**src/rtl/sseg_pkg.sv**
```systemverilog
// Shared types and constants for the 4-digit 7-segment scan controller.
package sseg_pkg;

    typedef enum logic [1:0] {
        IDLE,
        BLANK,
        SHOW
    } scan_state_e;

    localparam int         NUM_DIGITS = 4;
    localparam logic [3:0] AN_OFF     = 4'b1111;
    localparam logic [6:0] SEG_OFF    = 7'b1111111;

    // A digit above 0 is dark when it and every more significant nibble are zero.
    function automatic logic digitBlanked(input logic [15:0] val,
                                          input logic [1:0]  k,
                                          input logic        lz);
        return lz && (k != 2'd0) && ((val >> {k, 2'b00}) == 16'h0000);
    endfunction

endpackage

```
**src/rtl/sseg_scan_ctrl_if.sv**
```systemverilog
// Host-side and display-side signals of the scan controller.
interface sseg_scan_ctrl_if;

    logic        enable;
    logic        load;
    logic [15:0] value;
    logic [3:0]  dp_mask;
    logic        lz_blank;
    logic [3:0]  an;
    logic [6:0]  sseg;
    logic        dp;
    logic        frame_done;

    modport master (
        output enable, load, value, dp_mask, lz_blank,
        input  an, sseg, dp, frame_done
    );

    modport slave (
        input  enable, load, value, dp_mask, lz_blank,
        output an, sseg, dp, frame_done
    );

endinterface

```
**src/rtl/sseg_driver.sv**
```systemverilog
// Hex nibble to active-low 7-segment decoder; sseg_o[0]=a .. sseg_o[6]=g.
module sseg_driver
    import sseg_pkg::*;
(
    input  logic [3:0] nibble_i,
    input  logic       dp_i,
    output logic [6:0] sseg_o,
    output logic       dp_o
);

    always_comb begin
        sseg_o = SEG_OFF;
        case (nibble_i)
            4'h0: sseg_o = 7'b1000000;
            4'h1: sseg_o = 7'b1111001;
            4'h2: sseg_o = 7'b0100100;
            4'h3: sseg_o = 7'b0110000;
            4'h4: sseg_o = 7'b0011001;
            4'h5: sseg_o = 7'b0010010;
            4'h6: sseg_o = 7'b0000010;
            4'h7: sseg_o = 7'b1111000;
            4'h8: sseg_o = 7'b0000000;
            4'h9: sseg_o = 7'b0010000;
            4'hA: sseg_o = 7'b0001000;
            4'hB: sseg_o = 7'b0000011;
            4'hC: sseg_o = 7'b1000110;
            4'hD: sseg_o = 7'b0100001;
            4'hE: sseg_o = 7'b0000110;
            4'hF: sseg_o = 7'b0001110;
            default: sseg_o = SEG_OFF;
        endcase
    end

    assign dp_o = dp_i;

endmodule

```
**src/rtl/sseg_scan_ctrl.sv**
```systemverilog
// Time-multiplexed scan controller for a 4-digit common-anode display with
// tear-free loading, leading-zero blanking and anti-ghost blank cycles.
module sseg_scan_ctrl
    import sseg_pkg::*;
#(
    parameter int PRESCALE     = 100000,
    parameter int BLANK_CYCLES = 4
) (
    input  logic            clk,
    input  logic            rst_n,
    sseg_scan_ctrl_if.slave bus
);

    localparam int               CNT_W       = $clog2(PRESCALE);
    localparam logic [CNT_W-1:0] BLANK_LAST  = CNT_W'(BLANK_CYCLES - 1);
    localparam logic [CNT_W-1:0] SLOT_PENULT = CNT_W'(PRESCALE - 2);
    localparam logic [CNT_W-1:0] SLOT_LAST   = CNT_W'(PRESCALE - 1);
    localparam logic [1:0]       DIGIT_LAST  = 2'(NUM_DIGITS - 1);

    scan_state_e      state_q;
    logic [1:0]       digit_q;
    logic [CNT_W-1:0] slotCnt_q;
    logic [3:0]       an_q;
    logic             dp_q;
    logic             frameDone_q;
    logic [3:0]       num_q;

    logic [15:0]      activeVal_q, activeVal_d;
    logic [3:0]       activeDp_q, activeDp_d;
    logic [15:0]      shadowVal_q, shadowVal_d;
    logic [3:0]       shadowDp_q, shadowDp_d;
    logic             pending_q, pending_d;

    logic             wrap;
    logic             commit;
    logic [1:0]       digitNext;
    logic             showBlank;
    logic [3:0]       showAn;
    logic [6:0]       segRaw;
    logic             unused_drvDp;

    assign wrap      = (state_q == SHOW) && (slotCnt_q == SLOT_LAST) && (digit_q == DIGIT_LAST);
    assign commit    = (state_q != IDLE) && (wrap || !bus.enable);
    assign digitNext = digit_q + 2'd1;
    assign showBlank = digitBlanked(activeVal_d, digit_q, bus.lz_blank);
    assign showAn    = AN_OFF & ~(4'b0001 << digit_q);

    // Frame boundaries and the drop into IDLE are the only points where the
    // displayed value may change; a load arriving at that moment wins outright.
    always_comb begin
        activeVal_d = activeVal_q;
        activeDp_d  = activeDp_q;
        shadowVal_d = shadowVal_q;
        shadowDp_d  = shadowDp_q;
        pending_d   = pending_q;
        if (state_q == IDLE) begin
            if (bus.load) begin
                activeVal_d = bus.value;
                activeDp_d  = bus.dp_mask;
            end
        end else if (commit) begin
            if (bus.load) begin
                activeVal_d = bus.value;
                activeDp_d  = bus.dp_mask;
            end else if (pending_q) begin
                activeVal_d = shadowVal_q;
                activeDp_d  = shadowDp_q;
            end
            pending_d = 1'b0;
        end else if (bus.load) begin
            shadowVal_d = bus.value;
            shadowDp_d  = bus.dp_mask;
            pending_d   = 1'b1;
        end
    end

    always_ff @(posedge clk) begin
        if (!rst_n) begin
            activeVal_q <= '0;
            activeDp_q  <= '0;
            shadowVal_q <= '0;
            shadowDp_q  <= '0;
            pending_q   <= 1'b0;
        end else begin
            activeVal_q <= activeVal_d;
            activeDp_q  <= activeDp_d;
            shadowVal_q <= shadowVal_d;
            shadowDp_q  <= shadowDp_d;
            pending_q   <= pending_d;
        end
    end

    // num is loaded on BLANK entry so the decoder settles while all anodes are off.
    always_ff @(posedge clk) begin
        if (!rst_n) begin
            state_q     <= IDLE;
            digit_q     <= '0;
            slotCnt_q   <= '0;
            an_q        <= AN_OFF;
            dp_q        <= 1'b1;
            frameDone_q <= 1'b0;
            num_q       <= '0;
        end else begin
            frameDone_q <= bus.enable && (state_q != IDLE) &&
                           (digit_q == DIGIT_LAST) && (slotCnt_q == SLOT_PENULT);
            if (!bus.enable) begin
                state_q   <= IDLE;
                digit_q   <= '0;
                slotCnt_q <= '0;
                an_q      <= AN_OFF;
                dp_q      <= 1'b1;
            end else begin
                case (state_q)
                    IDLE: begin
                        state_q   <= BLANK;
                        digit_q   <= '0;
                        slotCnt_q <= '0;
                        num_q     <= activeVal_d[3:0];
                        an_q      <= AN_OFF;
                        dp_q      <= 1'b1;
                    end
                    BLANK: begin
                        slotCnt_q <= slotCnt_q + CNT_W'(1);
                        if (slotCnt_q == BLANK_LAST) begin
                            state_q <= SHOW;
                            an_q    <= showBlank ? AN_OFF : showAn;
                            dp_q    <= showBlank | ~activeDp_d[digit_q];
                        end
                    end
                    SHOW: begin
                        if (slotCnt_q == SLOT_LAST) begin
                            state_q   <= BLANK;
                            slotCnt_q <= '0;
                            digit_q   <= digitNext;
                            num_q     <= activeVal_d[{digitNext, 2'b00} +: 4];
                            an_q      <= AN_OFF;
                            dp_q      <= 1'b1;
                        end else begin
                            slotCnt_q <= slotCnt_q + CNT_W'(1);
                        end
                    end
                    default: begin
                        state_q <= IDLE;
                    end
                endcase
            end
        end
    end

    sseg_driver u_driver (
        .nibble_i (num_q),
        .dp_i     (1'b1),
        .sseg_o   (segRaw),
        .dp_o     (unused_drvDp)
    );

    assign bus.an         = an_q;
    assign bus.dp         = dp_q;
    assign bus.frame_done = frameDone_q;
    assign bus.sseg       = segRaw;

endmodule

```
**src/flat_wrapper.sv**
```systemverilog
// flat-port wrapper written by rule: the top's interface ports become plain ports
module sseg_scan_ctrl_flat import sseg_pkg::*;
#(
    parameter int PRESCALE     = 100000,
    parameter int BLANK_CYCLES = 4
)
  (clk, rst_n, bus_enable, bus_load, bus_value, bus_dp_mask, bus_lz_blank, bus_an, bus_sseg, bus_dp, bus_frame_done);
  sseg_scan_ctrl_if bus_i ();
  input  logic clk;
  input  logic rst_n;
  input wire logic [$bits(bus_i.enable)-1:0] bus_enable;
  input wire logic [$bits(bus_i.load)-1:0] bus_load;
  input wire logic [$bits(bus_i.value)-1:0] bus_value;
  input wire logic [$bits(bus_i.dp_mask)-1:0] bus_dp_mask;
  input wire logic [$bits(bus_i.lz_blank)-1:0] bus_lz_blank;
  output wire logic [$bits(bus_i.an)-1:0] bus_an;
  output wire logic [$bits(bus_i.sseg)-1:0] bus_sseg;
  output wire logic [$bits(bus_i.dp)-1:0] bus_dp;
  output wire logic [$bits(bus_i.frame_done)-1:0] bus_frame_done;
  assign bus_i.enable = bus_enable;
  assign bus_i.load = bus_load;
  assign bus_i.value = bus_value;
  assign bus_i.dp_mask = bus_dp_mask;
  assign bus_i.lz_blank = bus_lz_blank;
  assign bus_an = bus_i.an;
  assign bus_sseg = bus_i.sseg;
  assign bus_dp = bus_i.dp;
  assign bus_frame_done = bus_i.frame_done;
  sseg_scan_ctrl #(.PRESCALE(PRESCALE), .BLANK_CYCLES(BLANK_CYCLES)) u_core (.clk(clk), .rst_n(rst_n), .bus(bus_i));
endmodule
```
**config.mk**
```make
export PLATFORM = sky130hd
export DESIGN_NAME = sseg_scan_ctrl_flat
export DESIGN_NICKNAME = d
export VERILOG_FILES = /design/src/rtl/sseg_pkg.sv /design/src/rtl/sseg_scan_ctrl_if.sv /design/src/rtl/sseg_driver.sv /design/src/rtl/sseg_scan_ctrl.sv /design/src/flat_wrapper.sv
export SDC_FILE = /design/constraint.sdc
export NUM_CORES = 1
export LEC_CHECK = 0
export CAP_MARGIN = 15
export CORE_ASPECT_RATIO = 1.4
export CORE_UTILIZATION = 27
export CTS_CLUSTER_DIAMETER = 40
export DETAILED_ROUTE_END_ITERATION = 7
export HOLD_SLACK_MARGIN = 0.12
export PLACE_DENSITY = 0.48
export SYNTH_ARGS = -nofsm -noshare
export SYNTH_HDL_FRONTEND = slang
export SYNTH_SLANG_ARGS = --single-unit
```
**constraint.sdc**
```tcl
create_clock -name clk -period 10.05 [get_ports clk]
set_clock_uncertainty 0.15 [all_clocks]
set_input_delay 3.015 -clock clk [delete_from_list [all_inputs] [get_ports clk]]
set_output_delay 3.015 -clock clk [all_outputs]
set_load 0.05 [all_outputs]
```
== Word level (Yosys, flattened, before mapping) ==
Memories as Yosys holds them, arrays and structs flattened. A register that Yosys moved wholly into a read port is not among the register bits.
Index checks and enable logic that the tools add are counted.
Storage, ports and cells
  register bits: 72
  ROM bits: 112
  input port bits: 25
  output and inout bits: 13
  word-level logic and storage cells: 88
  memories kept: 1
Memory list
  (name not given): depth 16, bits a word 7, rd ports 1, clocked after Yosys merged registers in 1, wr ports 0, line sseg_driver.sv:13  | case (nibble_i)
Operators by class
  add/sub/neg operators: 2
  order comparisons: 1
  equal/unequal tests: 8
  shift-type cells: 3
  multiplexer cells: 32
  bitwise operators: 5
  reduce and logical (&&, ||, !) cells: 24
Operators with widths (number)
  $mux 16: 5
  $pmux 17 s3: 1
  $mux 4: 11
  $eq 17x17->1 const B: 2
  $add 17x1->17 const B: 1
  $eq 17x2->1 const B: 1
  $mux 17: 1
  $logic_not 16->1: 1
  $shiftx 16x5->4: 1
  $shr 16x4->16: 1
  $pmux 4 s3: 1
  $reduce_and 3->1: 3
  $logic_and 1x1->1: 8
  $pmux 4 s2: 1
  $reduce_and 2->1: 4
  $reduce_bool 2->1: 4
  $mux 2: 3
  $pmux 2 s3: 1
  $mux 1: 5
  $eq 2x2->1 const B: 2
  $not 4->4: 1
  $pmux 2 s2: 1
  $shl 1x2->4 const A: 1
  $lt 2x3->1 const B: 1
  12 further kinds: 14

== Longest topological paths before layout ==
Gate-level depths: netlist of the first run.
  depth after elaboration: 13
  gate-level depth with buffers: 17
  depth with buffers taken out: 15

== By module ==
Synthesis of the first run repeated with hierarchy kept, for this count alone.
Second synthesis, totals
  cell total of the unflattened synthesis: 540
  area total of the unflattened synthesis: 4480.5 µm²
By module, submodules not included
  sseg_scan_ctrl: times used 1, cells an instance 507, area each 4197.8 µm², sequential area each 1441.4 µm²
  sseg_driver: times used 1, cells an instance 33, area each 282.8 µm², sequential area each 0.0 µm²

== Worst setup path before layout of the first run ==
OpenSTA, ideal clock, no wires.
  kind: input-to-reg
  from: input port bus_enable
  to: register u_core.u_driver.sseg_o[1] (netlist name)
  setup time: 0.117 ns
  arrival: 5.331 ns
  data required time: 9.783 ns
  setup slack: 4.452 ns
  stages: 13
  path buffers: 2
  cells stage by stage: buf_2 -> nor2b_1 -> nor2b_1 -> a21oi_1 -> buf_2 -> o22ai_1 -> nor3_2 -> a211oi_1 -> a211oi_2 -> nand2_1 -> ha_1 -> mux2i_1 -> a32o_1
On the way
  longest elaborated chain between the ends: 10
  elaborated cells on any way between the ends: 11
  those cells by class: 1 x shift; 6 x mux; 4 x reduce/logical
Ends and longest elaborated chain
  start, declared: line flat_wrapper.sv:11  | input wire logic [$bits(bus_i.enable)-1:0] bus_enable;
  $logic_not 1->1: line sseg_scan_ctrl.sv:43  | assign commit = (state_q != IDLE) && (wrap || !bus.enable);
  $logic_or 1x1->1: line sseg_scan_ctrl.sv:43
  $logic_and 1x1->1: line sseg_scan_ctrl.sv:43
  $mux 16: line sseg_scan_ctrl.sv:61  | end else if (commit) begin
  $mux 16: line sseg_scan_ctrl.sv:56  | if (state_q == IDLE) begin
  $shiftx 16x5->4: line sseg_scan_ctrl.sv:135  | num_q <= activeVal_d[{digitNext, 2'b00} +: 4];
  $mux 4: line sseg_scan_ctrl.sv:131  | if (slotCnt_q == SLOT_LAST) begin
  $pmux 4 s2: line sseg_scan_ctrl.sv:113  | case (state_q)
  $mux 4 (no source line) (*) (2 in a row)
Every way passes the cells marked *; elsewhere a longest branch is shown, timed or not. The select of a mux whose other input is x is not followed.
A chain may end at the register's enable or synchronous reset.

== Final worst setup path of the first run ==
  from: input port bus_load
  to: register u_core.u_driver.sseg_o[0] (netlist name)
On the way
  longest elaborated chain between the ends: 8
  elaborated cells on any way between the ends: 9
  those cells by class: 1 x shift; 8 x mux
Ends and longest elaborated chain
  start, declared: line flat_wrapper.sv:12  | input wire logic [$bits(bus_i.load)-1:0] bus_load;
  $mux 16: line sseg_scan_ctrl.sv:62  | if (bus.load) begin
  $mux 16: line sseg_scan_ctrl.sv:61
  $mux 16 (*): line sseg_scan_ctrl.sv:56
  $shiftx 16x5->4: line sseg_scan_ctrl.sv:135
  $mux 4: line sseg_scan_ctrl.sv:131
  $pmux 4 s2 (*): line sseg_scan_ctrl.sv:113
  $mux 4 (no source line) (*) (2 in a row)
Marks and branches as above.

==> results of run 1 <==
==> report_power, final <==
part	total (mW)	internal, mW	switching [mW]
Combinational	0.118	0.0461	0.0723
Sequential	0.334	0.327	0.00738
Clock	0.324	0.195	0.128
==> logic make-up (layout without fill, tap and decap cells) <==
kind of cell | count (synthesis) | count (layout) | synth area share, %
and+or+nand+nor | 195 | 195 | 23.4
AOI/OAI and AO/OA | 114 | 114 | 19.8
muxes | 36 | 36 | 8.63
buffers and inverters | 47 | 77 | 4.80
xor gates and xnor gates | 12 | 12 | 2.42
DFF | 79 | 79 | 36.3
adders and majority gates | 16 | 16 | 4.60
==> area by class of cell <==
cell class / instances / area share, %
timing repair buffer: 39 / 7.48
clock inverter: 4 / 0.923
inverter: 24 / 1.75
clock buffer: 10 / 4.64
sequential: 79 / 30.7
tap: 196 / 4.76
multi-input combinational: 373 / 49.7
==> path summary, 6_finish.rpt <==
kind | slack [ps] | end | startpoint
worst max-delay path | 3170 | u_core.u_driver.sseg_o[0]$_DFF_P_ | bus_load
worst min-delay path | 330 | u_core.bus.dp$_SDFFE_PN1P_ | u_core.bus.dp$_SDFFE_PN1P_
worst min register to register | 330 | u_core.bus.dp$_SDFFE_PN1P_ | u_core.bus.dp$_SDFFE_PN1P_
worst max register to register | 5710 | u_core.u_driver.sseg_o[0]$_DFF_P_ | u_core.state_q[1]$_SDFFE_PN0P_
==> synth_stat cells (6+ instances only) <==
library cell and number:
dfxtp_1 79, nor2_1 71, mux2i_1 33, nand2_1 24
inv_1 22, a21oi_1 19, nor3_1 19, o21ai_0 19
nand3_1 17, ha_1 16, clkbuf_1 13, and2_1 10
o22ai_1 10, nand4_1 9, a31oi_1 8, and3_1 8
xor2_1 8, nand2b_1 6
==> per-layer routing <==
metal,GRT usage (%),vias up,routed length (um)
li1,-,1875,-
met1,17.5,1790,4970
met2,27.2,86,6320
met3,3.46,17,502
met4,6.35,0,315
met5,0,-,0
==> sequential cells by signal (all words and copies together), names as in the netlist <==
name,flops
u_core.bus.dp,1
u_core.shadowVal_q,16
u_core.activeVal_q,16
u_core.num_q,4
u_core.activeDp_q,4
u_core.digit_q,2
u_core.u_driver.sseg_o,7
u_core.slotCnt_q,17
u_core.bus.frame_done,1
u_core.bus.an,4
u_core.pending_q,1
u_core.state_q,2
u_core.shadowDp_q,4
==> flow_results.org, run 1 <==
** Timing
- Min cycle time layout :: 6880 ps
- After layout, the worst setup slack is 3170 ps.
- Transition time at the pin with the least slew margin :: 1100 ps
- Setup repair after global routing missed its margin :: no
- Sum Neg Setup Slack :: 0 ps
- Worst max-slew margin expressed relative to the limit :: 26.4%
- FMAX :: 0.145 GHz
- Worst hold margin :: 333 ps
- Setup violations remaining at the end of the flow were counted as 0.
- The final-report hold violation count came to 0.
- The worst path uses 68.5% of the clock period.
- Count of pins over their slew limit :: 0

** Clock tree
- For this design, the sink count on the clock tree is 79.
- Clock latency on the worst-skew pair, taken at its later pin, is 340 ps.
- TritonCTS built the clock tree.
- Post-cts resize count :: 0
- The root buffer cell chosen for the clock tree is clkbuf_16.
- In this run the post-CTS setup repair buffer count came out at 0.
- Clock Tree Buf Depth :: 2
- Number of H-tree levels :: 3
- After clock tree synthesis, the clock-pin slew on the worst setup and hold paths is 60 ps.
- The number of clock buffers added by TritonCTS is 9.
- For this design, the CTS-stage hold fixing added 0 buffers.

** Floorplan
- I/O pins :: 38
- Die area :: 0.0166 mm2
- After floorplanning, the core was divided into 54 placement rows.
- Placeable Area :: 0.0157 mm2
- From bottom edge to top edge, the die measures roughly 150 um.
- Starting utilization of the core area :: 27.8%
- Width of the die :: 109 um

** GRT
- GRT Resource Usage Total :: between 15 and 20%
- First-pass GRT wire length :: 19900 um
- The number of antenna violations at the first check in global routing is 0.
- After global routing the overflow that remains totals 0.
- Vias in the first global route :: roughly 3800
- Maximum number of pins on one net before global-route repair :: 38

** Setup path
- The worst register-to-register path has a depth of 13.
- CP max stage cell :: a21oi_1
- The critical path contains buffers and inverters numbering 2 combined.
- By startpoint and endpoint, the worst setup path is classified as input pin to flop.
- Chain of cells forming the critical path :: clkdlybuf4s50_1, nand3_1, nor2_1, a21oi_1, o22ai_1, nor3_1, a32oi_1, a31oi_1, inv_1, ha_1, nor3b_1, a211oi_2
- Data on the critical path is required at its endpoint by a little over 10000 ps.
- Levels on crit path :: 12
- For the worst setup path, the data arrival time is 6950 ps.
- Endpoint type of the worst setup path :: flop
- STA classifies the critical path startpoint as an input pin.
- Grouping stages by cell kind, the critical path spends the most delay in compound AO/OA/AOI/OAI gates.
- Maximum fanout encountered on the critical timing path :: 18
- Largest incremental delay on the critical path :: 850 ps

** Power and ir drop
- The analysis attributes to cell leakage a power of around 2.0 nW.
- Power density relative to cell area :: 151 mW/mm2
- Largest voltage drop on the vdd net :: a little under 0.00006 V
- Total power consumption of the routed design :: just under 0.8 mW

** Logic synthesis
- Synthesis inferred 79 register bits.
- Sequential cells were found to cover 36.3% of the synthesized design area.
- Async SR Flop Fraction :: 0%
- Top post-synthesis cells by area :: dfxtp_1 (36%), mux2i_1 (7.6%), nor2_1 (6.1%)
- Post-synth top area share :: 36.3%
- Counting flops with a built-in enable in the synthesized netlist gives 0.
- Count of distinct cell types in the synthesized netlist :: 73
- The mapped netlist covers 0.00435 mm2.
- Most used DFF post-synth :: dfxtp_1
- Average instance area after synthesis :: 8.72 um2
- Cell accounting for the most synthesized area :: dfxtp_1
- During synthesis, Yosys emitted a total of 0 warnings.
- In the synthesized netlist, the number of instances is 499.
- Synth Net Count :: 540

** Run status
- The flow ran to the end, and the final reports show no timing, DRC or antenna violations.

** Hold path
- Worst min-delay path class :: flop to flop
- Along the worst hold path, the cell count comes to 1.

** Detailed routing
- Remaining routing DRC violations :: 0
- The first detailed-routing pass took 7 iterations.
- After detailed routing, the number of vias per cell comes to 5.20.
- Detailed Route Iter0 Violations :: between 150 and 200
- Wire length per cell :: about 17 um
- Antenna Violating Nets Remaining :: 0
- Via count :: 3768
- Detailed Route WL :: roughly 12000 um

** Finish
- The repair_antennas step left the layout with diodes totalling 0.
- After routing the design area is 0.00515 mm2.
- Fraction of layout instances using a drive strength above 1 :: 8.13%
- Post-layout instance count excluding filler cells :: slightly above 700
- Summing all multi-input logic gate instances after layout gives 0.00256 mm2.
- In the final design database the tool counted around 570 nets.
- Sequential cell area :: approximately 0.0016 mm2
- Highest-count cells in the layout ignoring fill and taps :: dfxtp_1 (79), nor2_1 (71), clkdlybuf4s50_1 (37)
- Compared with the post-synthesis result, the final layout area differs by 18.3%.
- After filler insertion, the fill cell instance count of the layout stands at 1641.
- Final core utilization :: 32.9%
- Most frequent standard cell in the layout excluding fill and tap cells :: dfxtp_1

** Placement
- Once placement completed, the tool counted placed cells totaling 711.
- The HPWL after detailed placement is between 9000 and 10000 um.
- Worst setup slack before clock tree synthesis :: 2900 ps
- Post-detailed-placement cell area :: roughly 0.0049 mm2
- I/O Buffers :: 37
- Routability congestion estimate :: 0.906

** Job
- Total of max-cap violations :: 0
No activity file was read; power rests on OpenSTA's default activity.
==> inputs of run 2 (changes only) <==
PLACE_DENSITY = 0.5   (was 0.48)
clock period = 5.7 ns   (was 10.05 ns; I/O delays follow)
==> flow_results.org, run 2 (synthesis results as in run 1) <==
** Finish
- Sequential cell area :: 0.00158 mm2 (unchanged)
- The antenna diode count came to 0 (unchanged).
- The post-synthesis to final-layout area growth is 20.0% (was 18.3%).
- Count of fill cells added during filler insertion :: 1627 (was 1641)
- Biggest registers after layout: u_core.slotCnt_q (17), u_core.activeVal_q (16), u_core.shadowVal_q (16) (unchanged).
- Largest register by flop count :: u_core.slotCnt_q (unchanged)
- The layout cell share with drive strength beyond 1 is 8.80% (was 8.13%).
- Most frequent standard cell in the layout excluding fill and tap cells :: dfxtp_1 (unchanged)
- Highest-count cells in the layout ignoring fill and taps :: dfxtp_1 (79), nor2_1 (71), clkdlybuf4s50_1 (37) (unchanged)
- Fin nets :: 570 (was 567)
- The area taken by multi-input logic gates is 0.00256 mm2 (unchanged).
- Max reg flops :: 17 (unchanged)

** Detailed routing
- Post-DR vias/cell :: 5.17 (was 5.20)
- The total detailed-routing wirelength is 11900 um (was 12100 um).
- Wire length per cell :: 16.3 um (was 16.7 um)
- Detailed Route Iter0 Violations :: 134 (was 158)
- Via count :: 3771 (was 3768)
- The number of detailed-route iterations in the first pass was 5 (was 7).
- Remaining routing DRC violations :: 0 (unchanged)
- The number of antenna-violating nets in the routed design was 0 (unchanged).

** Timing
- Static timing analysis puts the maximum clock frequency at 0.206 GHz.
- The post-route setup TNS came to 0 ps (unchanged).
- After layout, the worst path uses a little under nine tenths of the clock period.
- Count of pins over their slew limit :: 0 (unchanged)
- The number of endpoints failing setup at the final stage came to 0 (unchanged).
- Worst max-slew margin expressed relative to the limit :: 37.2% (was 26.4%)
- Transition time at the pin with the least slew margin :: 935 ps (was 1100 ps)
- The final-report hold violation count came to 0 (unchanged).
- Setup repair after global routing missed its margin :: no (unchanged)
- Min cycle time layout :: 4850 ps

** Power and ir drop
- Leakage power :: 2.00 nW (was 1.96 nW)
- The clock group share of total power was 45.2% (was 41.7%).
- The switching power was 0.370 mW (was 0.208 mW).
- Power density relative to cell area :: 279 mW/mm2 (was 151 mW/mm2)
- The net switching fraction of the power is 25.4% (was 26.8%).
- The internal power component is 1.09 mW (was 0.569 mW).
- Total power consumption of the routed design :: 1.46 mW (was 0.777 mW)
- The worst ir drop on vdd was 0.000111 V (was 0.0000589 V).
- The sequential cell fraction of total power was 40.4% (was 43.1%).
- Fraction of power consumed by combinational cells :: 14.4% (was 15.3%)

** Setup path
- CP max stage cell :: nor2_1 (was a21oi_1)
- Launching element type of the critical path :: input pin (unchanged)
- Chain of cells forming the critical path :: clkdlybuf4s50_1, buf_4, nor2_1, nand2_1, o21ai_0, nor3_1, a211oi_1, a211oi_2, nand2_1, inv_1, ha_1, nor3b_1, a211oi_2 (was clkdlybuf4s50_1, nand3_1, nor2_1, a21oi_1, o22ai_1, nor3_1, a32oi_1, a31oi_1, inv_1, ha_1, nor3b_1, a211oi_2)
- Setup CP Type :: input pin to flop (unchanged)
- The stage delay of the slowest cell on the critical path came to 510 ps (was 850 ps).
- The data required time of the worst path was 5780 ps (was 10120 ps).
- The worst path arrival time is 4920 ps (was 6950 ps).
- Endpoint type of the worst setup path :: flop (unchanged)
- Maximum fanout encountered on the critical timing path :: 16 (was 18)

** Floorplan
- Die area :: 0.0166 mm2 (unchanged)
- The floorplan core area was 0.0157 mm2 (unchanged).
- The floorplan row count came to 54 (unchanged).
- The number of top-level design ports was 38 (unchanged).
- The width of the chip was 109 um (unchanged).
- The starting density of the core came to 27.8% (unchanged).
- The die boundary height is 152 um (unchanged).

** Clock tree
- The clock sink total is 79 (unchanged).
- The number of gates resized after CTS is 0 (unchanged).
- The number of hold-repair buffers added at the cts stage was 0 (unchanged).
- The CTS tree was yes (unchanged).
- The number of buffers created by CTS was 9 (unchanged).
- Source-to-sink clock delay at the later pin of the worst-skew pair :: 350 ps (was 340 ps)
- Number of H-tree levels :: 3 (unchanged)
- The number of setup buffers added after CTS was 0 (unchanged).
- The maximum buffer depth of the clock tree is 2 (unchanged).
- Register clock-pin slew on the reported worst setup and hold paths :: 60 ps (about the same)
- Cell at the root of the clock tree :: clkbuf_16 (unchanged)

** GRT
- GRT Resource Usage Total :: 15.1% (was 15.4%)
- Vias in the first global route :: 3844 (was 3816)
- The number of antenna violations at the first check in global routing came to 0 (unchanged).
- Maximum number of pins on one net before global-route repair :: 38 (unchanged)
- First-pass GRT wire length :: 19400 um (was 19900 um)
- Total grt overflow :: 0 (unchanged)

** Hold path
- Worst min-delay path class :: flop to flop (unchanged)

** Run status
- Result of the run: completed (unchanged).

** Placement
- Routability congestion estimate :: 0.868 (was 0.906)
- I/O Buffers :: 37 (unchanged)
- The HPWL reported at the end of detailed placement was 8960 um (was 9010 um).

** Job
- Total of max-cap violations :: 0 (unchanged)
==> run 2: metrics by stage <==
step	setup slack (ps)	area [um2]	util (%)	cells	hold slack (ps)
6_report	851	5220	33.3	730	342
5_1_grt	610	5220	33.3	730	369
4_1_cts	838	5220	33.3	730	346
3_5_place_dp	489	4890	31.2	714	329
3_3_place_gp	509	4890	31.2	714	316
2_1_floorplan	1410	4350	-	499	305
==> run 2: area by class of cell <==
type	count	share of cell area [%]
clock buffer	10	4.38
timing repair buffer	42	7.81
inverter	24	1.72
multi-input combinational	373	49.0
clock inverter	6	2.08
tap	196	4.69
sequential	79	30.3
==> run 2: power groups by stage <==
stage / clock [mW] / sequential [mW] / combinational (mW)
3_3_place_gp: 0 / 0.601 / 0.209
4_1_cts: 0.677 / 0.589 / 0.211
3_5_place_dp: 0 / 0.601 / 0.210
5_1_grt: 0.699 / 0.592 / 0.227
6_report: 0.658 / 0.589 / 0.209
2_1_floorplan: 0 / 0.622 / 0.122
==> run 2: final timing paths <==
check	cells past startpoint	endpoint	startpoint	slack [ps]
max	13	u_core.u_driver.sseg_o[0]$_DFF_P_	bus_load	850
min	2	u_core.shadowVal_q[3]$_SDFFE_PN0P_	u_core.shadowVal_q[3]$_SDFFE_PN0P_	340
max reg2reg	12	u_core.u_driver.sseg_o[3]$_DFF_P_	u_core.slotCnt_q[0]$_SDFFE_PN0N_	1680
min reg2reg	2	u_core.shadowVal_q[3]$_SDFFE_PN0P_	u_core.shadowVal_q[3]$_SDFFE_PN0P_	340
==> run 2: layer usage <==
metal  GRT usage, %  share of wire [%]  vias to the layer above
li1               -                  -                     1877
met1           17.1                 41                     1776
met2           26.2                 52                       92
met3           3.04                4.1                       26
met4           7.75                3.7                        0
met5              0                  0                        -
==> run 2: worst max-delay path, delay by kind of cell <==
kind | cells | cell delay (ps)
buffers and inverters | 3 | 860
AND/OR/NAND/NOR | 5 | 1180
adder cells (fa/ha/maj) | 1 | 240
AO/OA/AOI/OAI | 4 | 940
==> inputs of run 3 (changes only) <==
CORE_ASPECT_RATIO = 1.25   (was 1.4)
SYNTH_HIERARCHICAL = 1   (was not set)
==> flow_results.org, run 3 <==
** Run status
- Result of the run :: completed (unchanged)

** Clock tree
- The maximum buffer depth of the clock tree was 2 (unchanged).
- Register clock-pin slew on the reported worst setup and hold paths :: 60 ps (about the same)
- The number of gates resized after CTS is 0 (unchanged).
- The H-tree depth is 3 (unchanged).
- The root buffer cell was clkbuf_16 (unchanged).
- The number of hold-repair buffers added at the cts stage came to 0 (unchanged).
- The worst-skew pair later-pin latency is 340 ps (was 350 ps).
- TritonCTS clock tree :: yes (unchanged)
- Total CTS buffers :: 9 (unchanged)
- Post-CTS setup buffer count :: 0 (unchanged)
- The clock sink total was 72 (was 79).

** Power and ir drop
- The worst ir drop on vdd was 0.000112 V (was 0.000111 V).
- The ratio of total power to cell area was 259 mW/mm2 (was 279 mW/mm2).
- The leakage power is 2.04 nW (was 2.00 nW).

** Floorplan
- The width of the chip is 117 um (was 109 um).
- Starting utilization of the core area :: 27.6% (was 27.8%)
- The floorplan core area came to 0.0162 mm2 (was 0.0157 mm2).
- The full die area is 0.0171 mm2 (was 0.0166 mm2).
- Die outline height :: 146 um (was 152 um)
- I/O pins :: 38 (unchanged)
- Total number of placement rows :: 52 (was 54)

** GRT
- The wire length of the first global-routing pass is 20300 um (was 19400 um).
- The met3 track utilization from global routing came to 2.42% (was 3.04%).
- The global router's overall resource usage is 15.4% (was 15.1%).
- The number of antenna violations at the first check in global routing is 0 (unchanged).
- Maximum number of pins on one net before global-route repair :: 34 (was 38)
- The global routing met1 resource utilization is 19.2% (was 17.1%).
- Vias in the first global route :: 3919 (was 3844)
- Total grt overflow :: 0 (unchanged)
- M2 GR Usage :: 25.5% (was 26.2%)
- The most congested layer reported by global routing is met2 (unchanged).

** Job
- Total of max-cap violations :: 0 (unchanged)

** Finish
- The register name with the most flops is u_core/slotCnt_q (was u_core.slotCnt_q).
- Fraction of layout instances using a drive strength above 1 :: 8.83% (was 8.80%)
- Layout overhead on the synthesized area :: 19.5% (was 20.0%)
- Max reg flops :: 17 (unchanged)
- Antenna diode count :: 0 (unchanged)
- Fin nets :: 603 (was 570)
- Biggest registers after layout: u_core/slotCnt_q (17), u_core/activeVal_q (16), u_core/shadowVal_q (16) (was u_core.slotCnt_q (17), u_core.activeVal_q (16), u_core.shadowVal_q (16)).
- Post-route cell area :: 0.00534 mm2 (was 0.00522 mm2)
- Highest-count cells in the layout ignoring fill and taps: nor2_1 (82), dfxtp_1 (72), nand2_1 (39) (was dfxtp_1 (79), nor2_1 (71), clkdlybuf4s50_1 (37)).
- The non-filler instance count after layout was 782 (was 730).
- The commonest non-fill, non-tap cell in the layout was nor2_1 (was dfxtp_1).

** Setup path
- The internal reg-to-reg setup slack is 2130 ps (was 1680 ps).
- Worst-case reg-to-reg path depth :: 8 (was 12)
- Source of the worst register-to-register timing path :: u_core/slotCnt_q[12]$_SDFFE_PN0N_ (was u_core.slotCnt_q[0]$_SDFFE_PN0N_)
- Launching element type of the critical path :: input pin (unchanged)
- The data required time of the worst path was 5820 ps (was 5780 ps).
- Setup CP Type :: input pin to flop (unchanged)
- The top fanout value on the critical path came to 17 (was 16).
- Signal arrival time at the worst endpoint :: 4680 ps (was 4920 ps)
- The stage delay of the slowest cell on the critical path came to 830 ps (was 510 ps).
- The worst-path cell with the longest stage delay is clkdlybuf4s50_1 (was nor2_1).
- Crit Reg-Reg Endpoint :: u_core/bus.an[1]$_SDFFE_PN1P_ (was u_core.u_driver.sseg_o[3]$_DFF_P_)
- Chain of cells forming the critical path :: clkdlybuf4s50_1, inv_1, o311ai_0, nand2_1, o311ai_4, o2111ai_2, a31oi_1 (was clkdlybuf4s50_1, buf_4, nor2_1, nand2_1, o21ai_0, nor3_1, a211oi_1, a211oi_2, nand2_1, inv_1, ha_1, nor3b_1, a211oi_2)
- The endpoint kind of the worst setup timing path is a flop (unchanged).

** Detailed routing
- The number of DRC markers in iteration 0 was 278 (was 134).
- The average via count per standard cell came to 5.14 (was 5.17).
- Antenna Violating Nets Remaining :: 0 (unchanged)
- The total detailed-routing wirelength was 12400 um (was 11900 um).
- Wire length per cell :: 15.8 um (was 16.3 um)
- The number of detailed-route iterations in the first pass came to 4 (was 5).
- Via count :: 4021 (was 3771)
- Remaining routing DRC violations :: 0 (unchanged)

** Logic synthesis
- Number of warning messages in the yosys log :: 6 (was 0)
- Synth Net Count :: 580 (was 540)
- The synthesized area per cell is 8.31 um2 (was 8.72 um2).
- Post-Syn Area :: 0.00447 mm2 (was 0.00435 mm2)
- Post-synthesis instance total :: 538 (was 499)

** Timing
- Transition time at the pin with the least slew margin :: 987 ps (was 935 ps)
- The final-report max-slew violation count came to 0 (unchanged).
- Worst max-slew margin expressed relative to the limit :: 33.6% (was 37.2%)
- The smallest hold slack came to 353 ps (was 342 ps).
- FMAX :: 0.220 GHz (was 0.206 GHz)
- Final Hold Violating Endpoints :: 0 (unchanged)
- The number of endpoints failing setup at the final stage was 0 (unchanged).
- Setup repair after global routing missed its margin :: no (unchanged)
- The post-layout minimum cycle time came to 4550 ps (was 4850 ps).
- Sum Neg Setup Slack :: 0 ps (unchanged)
- The final clock period utilization by the worst path came to 79.9% (was 85.1%).

** Placement
- Post-detail-place hpwl :: 8910 um (was 8960 um)
- The instance area at placement was 0.00497 mm2 (was 0.00489 mm2).
- The number of buffer cells added on primary ports is 37 (unchanged).
- Cell total after placement :: 764 (was 714)
- Routability congestion estimate :: 0.848 (was 0.868)

** Hold path
- The start point of the worst hold path is u_core/shadowVal_q[12]$_SDFFE_PN0P_ (was u_core.shadowVal_q[3]$_SDFFE_PN0P_).
- Number of cells on the worst hold path :: 2 (unchanged)
- The endpoint with the worst hold slack is u_core/shadowVal_q[12]$_SDFFE_PN0P_ (was u_core.shadowVal_q[3]$_SDFFE_PN0P_).
- The class of the worst hold path was flop to flop (unchanged).
## run 3: cell count changes in the layout (fill, tap and decap cells not counted), moves of 5 or more
cell      change
a21oi_1       +7
a222oi_1      -5
a31oi_1       -5
dfxtp_1       -7
nand2_1      +15
nor2_1       +11
nor3_1       -13
o211ai_1     +11
o21ai_0      +17
o22ai_1       -9
o311ai_0      +6
## run 3: layout make-up
class / instances / area, um2
timing repair buffer: 43 / 433
multi-input combinational: 416 / 2790
clock inverter: 4 / 76.3
tap: 216 / 270
inverter: 19 / 71.3
fill: 1674 / 10900
clock buffer: 12 / 256
sequential: 72 / 1440
## run 3: worst max-delay path, delay by kind of cell
| kind | cells | cell delay (ps) |
|---|---|---|
| AO/OA/AOI/OAI | 4 | 1520 |
| buffers and inverters | 2 | 1230 |
| AND/OR/NAND/NOR | 1 | 210 |
## run 3: power breakdown
group | total [mW] | internal, mW | switching [mW]
combinational | 0.213 | 0.0888 | 0.124
clock | 0.630 | 0.408 | 0.222
sequential | 0.539 | 0.521 | 0.0173
## run 3: metrics by stage
stage          utilization [%]  power, mW  worst slack, ps
2_1_floorplan                -      0.693             1930
3_3_place_gp              30.7      0.759              981
3_5_place_dp              30.7      0.761              832
4_1_cts                   32.8       1.40             1180
5_1_grt                   33.0       1.44              826
6_report                  33.0       1.38             1150
## run 3: worst max path at each step
stage | slack (ps) | end | from | cells after the start
2_1_floorplan | 1930 | u_core/bus.dp$_SDFFE_PN1P_ | bus_load | 9
5_1_grt | 830 | u_core/bus.an[3]$_SDFFE_PN1P_ | bus_load | 7
3_5_place_dp | 830 | u_core/bus.an[3]$_SDFFE_PN1P_ | bus_load | 7
4_1_cts | 1180 | u_core/bus.an[3]$_SDFFE_PN1P_ | bus_load | 7
3_3_place_gp | 980 | u_core/bus.an[2]$_SDFFE_PN1P_ | bus_load | 7
6_report | 1150 | u_core/bus.an[1]$_SDFFE_PN1P_ | bus_load | 7
## run 3: metal layers
| layer | wire [um] | up-vias |
|---|---|---|
| met5 | 0 | - |
| li1 | - | 1987 |
| met3 | 452 | 20 |
| met1 | 5620 | 1920 |
| met2 | 6020 | 94 |
| met4 | 298 | 0 |
